## src/rtl/dmux8way16_collector.sv

```systemverilog
// dmux8way16_collector
//   Collects a stream of single words into eight registered lanes (a..h).
//   When the frame is complete, it presents all eight lanes at once under a
//   valid/ready handshake.
//
//   The lanes are filled in one of two ways, latched at the first word of a
//   frame:
//     - sequential: lanes a..h in order.
//     - addressed: the lane is chosen by in_addr.
//
//   Optional feature macro: DMUX8WAY16_FLUSH_EN
//     Adds the flush input, which closes a partially filled frame early.
//
// Ports
//   clock      system clock, rising-edge
//   rst_n      synchronous active-low reset
//   mode       0 = sequential fill, 1 = addressed fill
//   in_valid   producer word present on in_data
//   in_ready   collector accepts a word this cycle
//   in_data    word to store
//   in_addr    target lane in addressed mode (0 = a .. 7 = h)
//   out_valid  frame complete, lanes stable
//   out_ready  consumer takes the frame
//   out_a..h   lane registers
//   filled     per-lane written flags (bit i = lane i)
//   flush      (DMUX8WAY16_FLUSH_EN only) close a non-empty frame early
//
// state | meaning
// ------+-----------------------------------------------------------
// FILL  | accepting words into lanes, in_ready high
// HOLD  | frame presented, out_valid high, lanes and flags frozen

module dmux8way16_collector #(
    parameter int WIDTH = 16
) (
    input  logic             clock,
    input  logic             rst_n,
    input  logic             mode,
    input  logic             in_valid,
    output logic             in_ready,
    input  logic [WIDTH-1:0] in_data,
    input  logic [2:0]       in_addr,
    output logic             out_valid,
    input  logic             out_ready,
`ifdef DMUX8WAY16_FLUSH_EN
    input  logic             flush,
`endif
    output logic [WIDTH-1:0] out_a,
    output logic [WIDTH-1:0] out_b,
    output logic [WIDTH-1:0] out_c,
    output logic [WIDTH-1:0] out_d,
    output logic [WIDTH-1:0] out_e,
    output logic [WIDTH-1:0] out_f,
    output logic [WIDTH-1:0] out_g,
    output logic [WIDTH-1:0] out_h,
    output logic [7:0]       filled
);

    typedef enum logic {S_FILL = 1'b0, S_HOLD = 1'b1} state_t;

    state_t           state_q, state_d;
    logic [2:0]       ptr_q;
    logic [7:0]       filled_q;
    logic             mode_q;
    logic [WIDTH-1:0] lane_q [8];

    logic             accept;
    logic             frame_mode;
    logic [2:0]       wr_idx;
    logic [7:0]       wr_mask;
    logic [7:0]       filled_next;
    logic             handoff;
    logic             do_flush;

    // The mode input only matters on the first word of a frame.
    // After that, the latched copy steers the rest of the frame.
    assign frame_mode  = (filled_q == 8'd0) ? mode : mode_q;
    assign accept      = in_valid && in_ready;
    assign wr_idx      = frame_mode ? in_addr : ptr_q;
    assign wr_mask     = accept ? (8'd1 << wr_idx) : 8'd0;
    assign filled_next = filled_q | wr_mask;
    assign handoff     = out_valid && out_ready;

`ifdef DMUX8WAY16_FLUSH_EN
    // A word accepted with flush is counted first, so a flush on the very
    // first word still produces a one-lane frame.
    assign do_flush = flush && (filled_next != 8'd0);
`else
    assign do_flush = 1'b0;
`endif

    // State register
    always_ff @(posedge clock) begin
        if (!rst_n) begin
            state_q <= S_FILL;
        end else begin
            state_q <= state_d;
        end
    end

    // Next-state logic
    always_comb begin
        state_d = state_q;
        case (state_q)
            S_FILL: begin
                if (accept && !frame_mode && ptr_q == 3'd7) begin
                    state_d = S_HOLD;
                end else if (accept && frame_mode && filled_next == 8'hFF) begin
                    state_d = S_HOLD;
                end else if (do_flush) begin
                    state_d = S_HOLD;
                end
            end
            S_HOLD: begin
                if (out_ready) begin
                    state_d = S_FILL;
                end
            end
            default: state_d = S_FILL;
        endcase
    end

    // Output logic
    // in_ready is gated by rst_n so nothing is offered while reset is held.
    always_comb begin
        in_ready  = 1'b0;
        out_valid = 1'b0;
        case (state_q)
            S_FILL:  in_ready  = rst_n;
            S_HOLD:  out_valid = 1'b1;
            default: ;
        endcase
    end

    // Datapath: lanes, fill flags, pointer and mode latch
    always_ff @(posedge clock) begin
        if (!rst_n) begin
            ptr_q    <= 3'd0;
            filled_q <= 8'd0;
            mode_q   <= 1'b0;
            for (int i = 0; i < 8; i++) begin
                lane_q[i] <= '0;
            end
        end else if (handoff) begin
            // Lanes are deliberately retained across the handoff.
            ptr_q    <= 3'd0;
            filled_q <= 8'd0;
        end else if (accept) begin
            lane_q[wr_idx] <= in_data;
            filled_q       <= filled_next;
            if (filled_q == 8'd0) begin
                mode_q <= mode;
            end
            if (!frame_mode) begin
                ptr_q <= ptr_q + 3'd1;
            end
        end
    end

    assign out_a  = lane_q[0];
    assign out_b  = lane_q[1];
    assign out_c  = lane_q[2];
    assign out_d  = lane_q[3];
    assign out_e  = lane_q[4];
    assign out_f  = lane_q[5];
    assign out_g  = lane_q[6];
    assign out_h  = lane_q[7];
    assign filled = filled_q;

endmodule

```

## config.mk

```make
export PLATFORM = sky130hd
export DESIGN_NAME = dmux8way16_collector
export DESIGN_NICKNAME = d
export VERILOG_FILES = /design/src/rtl/dmux8way16_collector.sv
export SDC_FILE = /design/constraint.sdc
export NUM_CORES = 1
export LEC_CHECK = 0
export BUFFER_PORTS_ARGS = -buffer_cell sky130_fd_sc_hd__buf_2
export CORE_AREA = 2 2 124 90
export DETAILED_ROUTE_END_ITERATION = 7
export DIE_AREA = 0 0 126 92
export GPL_ROUTABILITY_DRIVEN = 0
export PLACE_DENSITY = 0.84
export SYNTH_ARGS = -nofsm -noshare
export SYNTH_HDL_FRONTEND = slang
export SYNTH_SLANG_ARGS = --single-unit
```

## constraint.sdc

```tcl
create_clock -name clock -period 8.2 [get_ports clock]
set_input_delay 0.82 -clock clock [delete_from_list [all_inputs] [get_ports clock]]
set_output_delay 0.82 -clock clock [all_outputs]
set_load 0.03 [all_outputs]
```

==> impl_results.md <==
- Maximum resistive drop on vdd: 0.1541 mV
- Yosys top cell by area: sky130_fd_sc_hd__edfxtp_1
- Mean post-synth cell area: 14.74 µm²
- Unrepaired setup endpoints after global routing: no
- Std-Cell Rows: 32
- Sequential-to-total area share from yosys stat: 71.93%
- Ratio of routed vias to standard cells: 5.462
- Area of the mapped netlist: 5705 µm²
- Number of nets still failing antenna checks after routing: 0
- Combinational cell fraction of total power: 14.4%
- Global-route usage over all layers: 25.07%
- Number of hold-repair buffers added at the cts stage: 0
- Post-CTS setup repair buffer count: 0
- Worst hold slack after final layout: 520.1 ps
- Vias in the first global route: 3,733
- Final setup vio count: 0
- Max-Slew Margin vs Limit: 36.46%
- Proportion of layout cells with a drive suffix above 1: 36.36%
- Class of the most critical hold timing path: flop to flop
- Number of warnings printed during yosys synthesis: 0
- Worst slew pin tran: 951.4 ps
- Die Wd: 126 µm
- Syn_nets: 413
- Shortest period the worst path allows: 3897 ps
- Latest clock arrival within the worst-skew pair: 410 ps
- Total global routing overflow: 0
- Effective utilization at floorplan: 53.98%
- Cell types with the largest area share after synthesis: sky130_fd_sc_hd__edfxtp_1 67%, sky130_fd_sc_hd__and2_1 13%, sky130_fd_sc_hd__dfxtp_1 4.6%
- Die Span Y: 92 µm
- Proportion of total power due to net switching: 27.03%
- Post-CTS sizing: 0
- Cells after synthesis: 387
- Commonest register cell after synthesis: sky130_fd_sc_hd__edfxtp_1
- Setup crit start kind: flop
- Clk root buf: sky130_fd_sc_hd__clkbuf_16
- Status: completed
- Growth of design area from synthesis to finish: 25.02%
- Count of fill cells added during filler insertion: 781
- LEAKAGE: 0.003114 µW
- Share of total power in the clock network: 38.9%
- Largest buffer count on any clock path: 2
- Number of iterations in the first detailed-routing pass: 5
- Internal reg-to-reg setup slack: 4300 ps
- Final wirelength: 13.94 mm
- Internal Power: 1353 µW
- Number of max-capacitance violations reported: 0
- Power dissipated by switching net loads: 501.1 µW
- Distinct cells, synth: 42
- Post-detailed-placement half-perimeter wirelength: 9.984 mm
- Routed vias: 3,807
- Max FO, Critical Path: 18
- I/O pin total: 162
- Element type at the critical path end: flop
- Source of the worst register-to-register timing path: filled[5]
- Worst setup path startpoint: filled[5]
- WL/cell: 19.99 µm
- Fraction of registers with async set/reset: 0%
- Largest net degree at the start of global routing: 25
- Max H-tree Level: 4
- Area fraction of the dominant cell type after synthesis: 67.37%
- First-iteration detailed-routing DRC count: 279
- Peak Freq: 256.6 MHz
- Commonest cells post-synth: 128 x sky130_fd_sc_hd__edfxtp_1, 115 x sky130_fd_sc_hd__and2_1, 18 x sky130_fd_sc_hd__and3_1
- Clock sink total: 141
- Worst path required time: 8240 ps
- Wire length of the first global-routing pass: 21.19 mm
- End point of the critical path: lane_q[7][13]
- Die Outline Area: 11,590 µm²
- Worst Clk Skew: 9.161 ps
- Final standard cell area without fillers: 7133 µm²
- Number of buffers added on ports: 161
- Placed cell areas: 6578 µm²
- Part of the cycle the worst path needs: 47.52%
- Number of synthesized register bits: 141
- Detailed-route DRC error count: 0
- Critical path start-end classification: flop to flop
- Final Max Slew Viols: 0
- EDFF count, synth: 128
- Sequential share of power: 46.7%
- Register clock-pin slew on the reported worst setup and hold paths: 50 ps
- # diodes: 0
- Nets: 575
- Dominant cell by count in the synthesized netlist: sky130_fd_sc_hd__edfxtp_1
- Register-to-Register Path Depth: 6
- CTS tree: built
- Hold Vio Cnt, Final: 0
- Final total negative setup slack: 0 ps
- Initial antenna violation count: 1
- Areal power density over the cells: 259.9 nW/µm²
- Endpoint of the most critical register-to-register path: lane_q[7][13]
- TritonCTS Buffers: 17
- Area of the core region: 10,570 µm²
- Crit path DAT: 3930 ps
[placed cells by master (no fill, tap or decap), types with 2 or more instances in the layout]
master,synthesis,final
sky130_fd_sc_hd__a211oi_1,4,3
sky130_fd_sc_hd__a211oi_2,1,2
sky130_fd_sc_hd__a21oi_1,5,5
sky130_fd_sc_hd__a21oi_4,3,3
sky130_fd_sc_hd__a31oi_1,2,2
sky130_fd_sc_hd__and2_1,115,115
sky130_fd_sc_hd__and3_1,18,18
sky130_fd_sc_hd__buf_2,3,161
sky130_fd_sc_hd__bufinv_16,0,2
sky130_fd_sc_hd__clkbuf_16,0,17
sky130_fd_sc_hd__clkinv_2,0,6
sky130_fd_sc_hd__clkinv_4,0,2
sky130_fd_sc_hd__clkinvlp_4,0,2
sky130_fd_sc_hd__dfxtp_1,13,13
sky130_fd_sc_hd__edfxtp_1,128,128
sky130_fd_sc_hd__ha_1,2,2
sky130_fd_sc_hd__nand2_1,10,10
sky130_fd_sc_hd__nand2b_1,13,13
sky130_fd_sc_hd__nand3_1,3,3
sky130_fd_sc_hd__nand3b_1,2,2
sky130_fd_sc_hd__nor2_1,13,13
sky130_fd_sc_hd__nor4_1,3,3
sky130_fd_sc_hd__nor4b_1,2,2
sky130_fd_sc_hd__o21a_1,4,4
sky130_fd_sc_hd__o21ai_0,3,2
sky130_fd_sc_hd__o22ai_1,4,4
sky130_fd_sc_hd__or2_2,2,2
sky130_fd_sc_hd__or4_1,2,2
[metrics by stage]
step                      power, µW  instances  util [%]  setup WS [ps]
after global placement         1138        666     62.23           4476
after floorplan                1067        387         -           4545
after CTS                      1859        697     67.48           4297
after detailed placement       1147        666     62.23           4304
final                          1854        697     67.48           4303
after global routing           1915        697     67.48           4137
[how the worst min path moves through the flow]
stage,cells past startpoint,end,slack (ps),start
floorplan,3,ptr_q[1],600,ptr_q[1]
global placement,2,filled[2],480,filled[2]
detailed placement,2,filled[2],510,filled[2]
CTS,2,filled[2],520,filled[2]
global route,2,filled[0],530,filled[0]
finish,2,filled[2],520,filled[2]
[worst max-delay path, stage by stage (launching register included)]
cell and delay [ps]:
sky130_fd_sc_hd__dfxtp_1 340, sky130_fd_sc_hd__or4_1 510, sky130_fd_sc_hd__or4_1 720, sky130_fd_sc_hd__mux2i_4 360, sky130_fd_sc_hd__or3b_2 560, sky130_fd_sc_hd__a21oi_4 380
sky130_fd_sc_hd__nand2b_1 660
[sequential cells by signal, indices dropped and copies added, names as in the netlist]
signal / flops
lane_q: 128
mode_q: 1
ptr_q: 3
filled: 8
state_q: 1
[kinds of logic (layout without fill, tap and decap cells)]
| kind of cell | count (synthesis) | in the layout | share of synthesized area [%] |
|---|---|---|---|
| and+or+nand+nor | 190 | 190 | 20.39 |
| xor gates and xnor gates | 1 | 1 | 0.1535 |
| adders and majority gates | 2 | 2 | 0.4385 |
| AOI/OAI and AO/OA | 31 | 31 | 4.276 |
| muxes | 3 | 3 | 0.7675 |
| DFF | 141 | 141 | 71.93 |
| buffers and inverters | 19 | 193 | 2.039 |
[layer usage]
metal | track usage, % | part of all wire, % | up-vias | routed length [µm]
met5 | 0 | 0 | - | 0
met4 | 9.066 | 2.2 | 0 | 306
met3 | 11.49 | 13 | 23 | 1785
met2 | 37.46 | 46 | 216 | 6344
met1 | 32.51 | 39 | 1854 | 5499
li1 | - | - | 1714 | -
[power groups by stage]
stage          clock network (µW)  logic (µW)  registers [µW]
5_1_grt                       761         282             871
4_1_cts                       724         267             867
6_report                      722         266             866
3_3_place_gp                    0         259             880
2_1_floorplan                   0        93.2             974
3_5_place_dp                    0         266             881
[final cells by class]
cell class                 count  area [µm²]  share of cell area (%)
clock buffer                  18       429.2                   6.016
clock inverter                13       126.4                   1.772
multi-input combinational    227        1490                   20.89
sequential                   141        4104                   57.53
tap                          136       170.2                   2.386
timing repair buffer         162       813.3                   11.40
Note: power is estimated with default switching activity, not from simulation.
